## src/rtl/prog_loader.sv

```systemverilog
// prog_loader: byte-stream program loader for the instruction BSRAM.
// Receives framed bytes (A5, LEN_HI, LEN_LO, N x {hi,lo}, CSUM), writes each
// 16-bit word to consecutive BSRAM addresses from 0, and holds the CPU in
// reset until a frame with a matching checksum completes.
// Ports:
//   clk, rst            clock; asynchronous active-low reset
//   rx_data, rx_valid   byte input, one-cycle strobe, always accepted
//   mem_ad/din/wre      BSRAM write port (wre is a one-cycle strobe)
//   cpu_hold            keep CPU in reset and mux mem_ad over the PC
//   busy, done, err     frame in progress / last frame good / last frame bad
module prog_loader #(
    parameter int ADDR_W         = 11,
    parameter int TIMEOUT_CYCLES = 2_700_000
) (
    input  logic              clk,
    input  logic              rst,
    input  logic [7:0]        rx_data,
    input  logic              rx_valid,
    output logic [ADDR_W-1:0] mem_ad,
    output logic [15:0]       mem_din,
    output logic              mem_wre,
    output logic              cpu_hold,
    output logic              busy,
    output logic              done,
    output logic              err
);

    localparam int         TO_W = $clog2(TIMEOUT_CYCLES + 1);
    localparam logic [7:0] SYNC = 8'hA5;

    typedef enum logic [2:0] {
        S_IDLE, S_LEN_HI, S_LEN_LO, S_DATA_HI, S_DATA_LO, S_CSUM, S_DONE, S_ERR
    } state_t;

    state_t            state, state_n;
    logic [15:0]       len, len_n;
    logic [7:0]        hi, hi_n;
    logic [7:0]        sum, sum_n;
    logic [ADDR_W:0]   wcnt, wcnt_n;        // one extra bit so N = 2^ADDR_W fits
    logic [TO_W-1:0]   to_cnt, to_cnt_n;
    logic [ADDR_W-1:0] mem_ad_n;
    logic [15:0]       mem_din_n;
    logic              mem_wre_n, cpu_hold_n, done_n, err_n;

    logic              in_frame, expire;
    logic [15:0]       len_new;
    logic [ADDR_W:0]   wcnt_inc;

    assign in_frame = (state == S_LEN_HI) || (state == S_LEN_LO) || (state == S_DATA_HI) ||
                      (state == S_DATA_LO) || (state == S_CSUM);
    // A byte on the expiry cycle takes priority over the timeout.
    assign expire   = in_frame && !rx_valid && (to_cnt == TO_W'(TIMEOUT_CYCLES - 1));
    assign len_new  = {len[15:8], rx_data};
    assign wcnt_inc = wcnt + 1'b1;

    always_comb begin
        state_n    = state;
        len_n      = len;
        hi_n       = hi;
        sum_n      = sum;
        wcnt_n     = wcnt;
        mem_ad_n   = mem_ad;
        mem_din_n  = mem_din;
        mem_wre_n  = 1'b0;
        cpu_hold_n = cpu_hold;
        done_n     = done;
        err_n      = err;
        to_cnt_n   = (in_frame && !rx_valid && !expire) ? to_cnt + 1'b1 : '0;

        if (rx_valid) begin
            case (state)
                S_IDLE, S_DONE, S_ERR: begin
                    if (rx_data == SYNC) begin
                        state_n    = S_LEN_HI;
                        cpu_hold_n = 1'b1;
                        done_n     = 1'b0;
                        err_n      = 1'b0;
                        wcnt_n     = '0;
                        sum_n      = '0;
                    end
                end
                S_LEN_HI: begin
                    len_n[15:8] = rx_data;
                    state_n     = S_LEN_LO;
                end
                S_LEN_LO: begin
                    len_n = len_new;
                    if (32'(len_new) > (32'd1 << ADDR_W)) begin
                        state_n = S_ERR;
                        err_n   = 1'b1;
                    end else if (len_new == 16'd0) begin
                        state_n = S_CSUM;
                    end else begin
                        state_n = S_DATA_HI;
                    end
                end
                S_DATA_HI: begin
                    hi_n    = rx_data;
                    sum_n   = sum + rx_data;
                    state_n = S_DATA_LO;
                end
                S_DATA_LO: begin
                    sum_n     = sum + rx_data;
                    mem_wre_n = 1'b1;
                    mem_ad_n  = wcnt[ADDR_W-1:0];
                    mem_din_n = {hi, rx_data};
                    wcnt_n    = wcnt_inc;
                    state_n   = (32'(wcnt_inc) == 32'(len)) ? S_CSUM : S_DATA_HI;
                end
                S_CSUM: begin
                    if (rx_data == sum) begin
                        state_n    = S_DONE;
                        cpu_hold_n = 1'b0;
                        done_n     = 1'b1;
                    end else begin
                        state_n = S_ERR;
                        err_n   = 1'b1;
                    end
                end
                default: state_n = S_IDLE;
            endcase
        end else if (expire) begin
            state_n = S_ERR;
            err_n   = 1'b1;
        end
    end

    always_ff @(posedge clk or negedge rst) begin
        if (!rst) begin
            state    <= S_IDLE;
            len      <= '0;
            hi       <= '0;
            sum      <= '0;
            wcnt     <= '0;
            to_cnt   <= '0;
            mem_ad   <= '0;
            mem_din  <= '0;
            mem_wre  <= 1'b0;
            cpu_hold <= 1'b0;
            busy     <= 1'b0;
            done     <= 1'b0;
            err      <= 1'b0;
        end else begin
            state    <= state_n;
            len      <= len_n;
            hi       <= hi_n;
            sum      <= sum_n;
            wcnt     <= wcnt_n;
            to_cnt   <= to_cnt_n;
            mem_ad   <= mem_ad_n;
            mem_din  <= mem_din_n;
            mem_wre  <= mem_wre_n;
            cpu_hold <= cpu_hold_n;
            done     <= done_n;
            err      <= err_n;
            busy     <= (state_n == S_LEN_HI) || (state_n == S_LEN_LO) ||
                        (state_n == S_DATA_HI) || (state_n == S_DATA_LO) ||
                        (state_n == S_CSUM);
        end
    end

endmodule
```

## config.mk

```make
export PLATFORM = sky130hd
export DESIGN_NAME = prog_loader
export DESIGN_NICKNAME = d
export VERILOG_FILES = /design/src/rtl/prog_loader.sv
export SDC_FILE = /design/constraint.sdc
export NUM_CORES = 1
export LEC_CHECK = 0
export CAP_MARGIN = 10
export CORE_MARGIN = 2
export CORE_UTILIZATION = 40
export CTS_BUF_LIST = sky130_fd_sc_hd__clkbuf_8
export DETAILED_ROUTE_END_ITERATION = 10
export PLACE_DENSITY_LB_ADDON = 0.12
export SYNTH_ARGS = -nofsm -noshare
export SYNTH_HDL_FRONTEND = slang
export SYNTH_SLANG_ARGS = --single-unit
```

## constraint.sdc

```tcl
create_clock -name clk -period 2.7 [get_ports clk]
set_input_delay 0.675 -clock clk [delete_from_list [all_inputs] [get_ports clk]]
set_output_delay 0.675 -clock clk [all_outputs]
set_load 0.02 [all_outputs]
```

==> impl_metrics.env, run 1 <==
export IMPL_outcome="finished, final reports clean"
export IMPL_path_class="input pin to flop"
export IMPL_clock_root_buffer="clkbuf_8"
export IMPL_gr_total_overflow=0
export IMPL_post_dp_hpwl_um=8600
export IMPL_endpoint="sum[6]"
export IMPL_dr_pass1_iters=5
export IMPL_drv_slew=0
export IMPL_syn_nets=571
export IMPL_htree_levels=3
export IMPL_die_y_um=119
export IMPL_clk_pin_slew_ns=0.10
export IMPL_via_count=4103
export IMPL_fin_util=0.488
export IMPL_port_buffers=42
export IMPL_critPathMaxFanout=2
export IMPL_power_density_mw_per_mm2=811
export IMPL_die_area_sq_mm=0.0141
export IMPL_final_setup_viol_count=0
export IMPL_reg2reg_to="state[2]"
export IMPL_wl_per_cell_um=15.3
export IMPL_netlist_top_cells_area="dfrtp_1 48%, nand2_1 8.2%, mux2_2 3.4%"
export IMPL_worst_setup_path_start_kind="input pin"
export IMPL_wirelength_um=12100
export IMPL_yosys_area_top_type="dfrtp_1"
export IMPL_synth_avg_cell_area_sq_um=9.61
export IMPL_synth_edf_count=0
export IMPL_syn_instance_count=550
export IMPL_numCtsBuffers=9
export IMPL_hold_buffers=0
export IMPL_insertion_delay_ns=0.39
export IMPL_clkSinkCount=101
export IMPL_critical_path_startpoint="rx_data[0]"
export IMPL_synthArstFlopShare=1.00
export IMPL_min_delay_path_class="input pin to asynchronous set/reset pin"
export IMPL_hold_viol=0
export IMPL_cts_tree="built"
export IMPL_reg2reg_from="wcnt[0]"
export IMPL_ys_types=72
export IMPL_slew_headroom=0.616
export IMPL_dr_first_iter_drc_count=291
export IMPL_yosys_most_used_dff="dfrtp_1"
export IMPL_arrival_ns=2.77
export IMPL_synth_commonest_cells="115 x nand2_1, 101 x dfrtp_1, 46 x nor2_1, 26 x o21ai_1, 20 x xor2_1"
export IMPL_yosysMostFrequentCell="nand2_1"
export IMPL_fmax_mhz=402
export IMPL_antenna_found_initial=0
export IMPL_via_per_inst=5.20
export IMPL_clockBufferDepth=2
export IMPL_grt_start_max_net_pins=102
export IMPL_drc=0
export IMPL_rsz0062_at_grt="no"
export IMPL_reg2regPathDepth=7
export IMPL_die_w_um=119
export IMPL_grt_usage=0.183
export IMPL_ys_ff_latch=101
export IMPL_final_nets=633
export IMPL_post_cts_buffers=0
export IMPL_stdcell_count=789
export IMPL_finClkSkew_ns=0.0107
export IMPL_ant_nets=0
export IMPL_drive_gt1_frac=0.141
export IMPL_area_delta_synth_final_pct=17.9
export IMPL_synth_top_area_frac=0.478
export IMPL_initial_core_util=0.414
export IMPL_ios=43
export IMPL_layout_min_cycle_time_ns=2.49
export IMPL_ctsResizeCount=0
export IMPL_routabilityCongestion=0.896
export IMPL_worst_pin_slew_ns=0.573
export IMPL_fp_row_count=41
export IMPL_antenna_cells=0
export IMPL_fillers=1221
export IMPL_ys_warn_count=0
export IMPL_cp_end_kind="flop"
export IMPL_ir_drop_v=0.000417
export IMPL_finalCritPeriodShare=0.922
export IMPL_first_global_vias=4086
export IMPL_rrSetupSlack_ns=0.35
export IMPL_required_ns=2.98
export IMPL_max_cap_violations=0
export IMPL_core_area_sq_mm=0.0128
export IMPL_dp_cells=773
export IMPL_ys_seq_area_frac=0.478
export IMPL_power_leakage_uw=0.00279
export IMPL_syn_area_sq_mm=0.00529
export IMPL_grt_pass1_wl_um=20500
==> layer usage <==
layer / wire, um / vias up / GRT usage
li1: - / 2029 / -
met1: 5710 / 1977 / 0.249
met2: 5700 / 80 / 0.290
met3: 421 / 17 / 0.0254
met4: 272 / 0 / 0.0818
met5: 0 / - / 0
==> worst max-delay path, stage by stage <==
cell             delay [ns]
clkdlybuf4s50_1        0.50
ha_1                   0.18
inv_1                  0.06
fa_1                   0.41
nor2b_1                0.13
o21ai_1                0.09
a21oi_1                0.24
o21a_1                 0.16
o21ai_0                0.08
a32o_1                 0.26
==> layout make-up <==
class,instances,area [sq um],share of cell area
well taps,172,215,0.0345
flip-flops and latches,101,2530,0.405
inverters,14,52.6,0.00843
multi-input cells,408,2530,0.406
clock buffers,12,165,0.0265
repair buffers,78,713,0.114
clock inverters,4,31.3,0.00502
==> power by group <==
group / internal, uW / switching, uW
Sequential: 1890 / 353
Combinational: 898 / 956
Clock: 415 / 549
Total: 3200 / 1860
==> kinds of logic (layout without fill, tap and decap cells) <==
family / Yosys count / in the layout / synth area share
muxes: 25 / 25 / 0.0526
adders and majority gates: 11 / 11 / 0.0270
buffers and inverters: 41 / 108 / 0.0433
DFF: 101 / 101 / 0.478
and+or+nand+nor: 244 / 244 / 0.222
xor gates and xnor gates: 38 / 38 / 0.0630
AOI/OAI and AO/OA: 90 / 90 / 0.114
==> sequential cells by signal, indices dropped and copies added (netlist names) <==
register	count
hi	8
err	1
mem_din	16
mem_wre	1
state	3
sum	8
done	1
busy	1
wcnt	12
len	16
cpu_hold	1
mem_ad	11
to_cnt	22
==> layout by cell type (no fill, tap or decap), types with 4 or more instances in the layout <==
master,n
a21oi_1,10
a31oi_1,4
and2_1,7
and3_1,9
buf_4,35
clkbuf_8,12
clkdlybuf4s50_1,41
dfrtp_1,101
ha_1,9
inv_1,13
mux2_1,6
mux2_2,16
nand2_1,115
nand3_1,12
nand4_1,8
nor2_1,46
nor3_1,13
o211ai_1,4
o21ai_0,10
o21ai_1,26
o31ai_1,8
or3_1,4
xnor2_1,18
xor2_1,20
==> worst min path at each step <==
stage                 endpoint  depth (start not counted)  slack, ns
detailed placement  mem_din[8]                          2       0.45
finish              to_cnt[14]                          2       0.32
CTS                 to_cnt[13]                          2       0.36
global placement     to_cnt[0]                          1       0.44
floorplan                 busy                          0       0.38
global route        to_cnt[14]                          2       0.38
==> per-stage QoR <==
stage	cell area, sq um	hold WS (ns)	total power, uW	worst slack [ns]	setup TNS, ns
2_1_floorplan	5290	0.379	3390	0.513	0
3_3_place_gp	6040	0.440	4090	-0.135	-1.91
5_1_grt	6230	0.384	5410	0.0568	0
6_report	6230	0.318	5060	0.210	0
4_1_cts	6230	0.360	5110	0.250	0
3_5_place_dp	6040	0.450	4140	-0.171	-2.52
Power figures use the tool's default switching activity.
==> inputs of run 2 (changes only) <==
Settings changed: RECOVER_POWER set to 100.
==> impl_metrics.env, run 2 (synthesis results as in run 1) <==
export IMPL_drc=0
export IMPL_fillers=1235
export IMPL_cp_end_kind="flop"
export IMPL_whs_ns=0.464
export IMPL_dr_first_iter_drc_count=276
export IMPL_min_delay_path_class="flop to flop"
export IMPL_rsz0062_at_grt="no"
export IMPL_area_delta_synth_final_pct=16.7
export IMPL_die_w_um=119
export IMPL_dr_pass1_iters=6
export IMPL_multi_input_area_sq_mm=0.00250
export IMPL_first_global_vias=4086
export IMPL_hold_viol=0
export IMPL_placed_cell_area_sq_mm=0.00604
export IMPL_initial_core_util=0.414
export IMPL_clock_root_buffer="clkbuf_8"
export IMPL_via_count=4111
export IMPL_clockBufferDepth=2
export IMPL_post_dp_hpwl_um=8600
export IMPL_final_area_sq_mm=0.00617
export IMPL_drive_gt1_frac=0.126
export IMPL_ir_drop_v=0.000405
export IMPL_routabilityCongestion=0.896
export IMPL_cts_tree="built"
export IMPL_antenna_found_initial=0
export IMPL_ctsResizeCount=0
export IMPL_final_seq_area_sq_mm=0.00253
export IMPL_insertion_delay_ns=0.39
export IMPL_max_cap_violations=0
export IMPL_grt_start_max_net_pins=102
export IMPL_via_per_inst=5.21
export IMPL_worst_setup_path_start_kind="input pin"
export IMPL_core_area_sq_mm=0.0128
export IMPL_outcome="finished, final reports clean"
export IMPL_worst_pin_slew_ns=1.38
export IMPL_layout_min_cycle_time_ns=2.53
export IMPL_wl_per_cell_um=15.4
export IMPL_post_cts_buffers=0
export IMPL_largestRegisters="to_cnt (22), len (16), mem_din (16)"
export IMPL_die_y_um=119
export IMPL_grt_usage=0.183
export IMPL_finClkSkew_ns=0.0120
export IMPL_fmax_mhz=395
export IMPL_reg2regPathDepth=7
export IMPL_clk_pin_slew_ns=0.10
export IMPL_arrival_ns=2.80
export IMPL_htree_levels=3
export IMPL_grt_pass1_wl_um=20500
export IMPL_slew_headroom=0.0808
export IMPL_fp_row_count=41
export IMPL_final_common_cell="nand2_1"
export IMPL_antenna_cells=0
export IMPL_largest_register_ff_count=22
export IMPL_required_ns=2.97
export IMPL_ios=43
export IMPL_ant_nets=0
export IMPL_power_density_mw_per_mm2=804
export IMPL_power_leakage_uw=0.00284
export IMPL_critPathMaxFanout=12
export IMPL_final_nets=633
export IMPL_final_setup_viol_count=0
export IMPL_port_buffers=42
export IMPL_numCtsBuffers=9
export IMPL_layout_common_cells="115 x nand2_1, 101 x dfrtp_1, 46 x nor2_1"
export IMPL_gr_total_overflow=0
export IMPL_wirelength_um=12200
export IMPL_finalCritPeriodShare=0.938
export IMPL_path_class="input pin to flop"
export IMPL_drv_slew=0
export IMPL_hold_buffers=0
export IMPL_clkSinkCount=101
export IMPL_hold_depth=1
export IMPL_largest_register="to_cnt"
export IMPL_die_area_sq_mm=0.0141
[run 2: final timing paths]
check	startpoint	end	slack (ns)
worst min register to register	to_cnt[0]	to_cnt[0]	0.46
worst max-delay path	rx_data[1]	wcnt[7]	0.17
worst max register to register	wcnt[0]	state[2]	0.27
min in group asynchronous	rst	to_cnt[13]	0.72
worst min-delay path	to_cnt[0]	to_cnt[0]	0.46
max in group asynchronous	rst	len[8]	1.11
[run 2: final cells by class]
type / instances / share of cell area
clock buffer: 12 / 0.0268
inverter: 14 / 0.00852
clock inverter: 4 / 0.00507
multi-input combinational: 408 / 0.405
tap: 172 / 0.0349
timing repair buffer: 78 / 0.110
sequential: 101 / 0.410
[run 2: stage by stage]
stage	power, uW	setup WS [ns]	instances	utilization	TNS (ns)
global placement	4090	-0.135	773	0.473	-1.91
floorplan	3390	0.513	550	-	0
finish	4960	0.167	789	0.483	0
CTS	5110	0.250	789	0.488	0
global route	5310	0.0322	789	0.483	0
detailed placement	4140	-0.171	773	0.473	-2.52
[run 2: power breakdown]
| part | internal, uW | switching, uW |
|---|---|---|
| registers | 1890 | 345 |
| logic | 826 | 937 |
| clock network | 415 | 550 |
[run 2: worst max-delay path, stage by stage]
cell and delay [ns]:
clkdlybuf4s50_1 0.49, or4_4 0.62, or2_0 0.33, nor3_4 0.17, o21ai_2 0.19, o21ai_0 0.23
o41ai_1 0.09
[run 2: layer usage]
layer	wire, um	track usage	up-vias
met1	5700	0.249	1989
met2	5760	0.290	75
met4	272	0.0818	0
met3	432	0.0254	17
li1	-	-	2030
met5	0	0	-
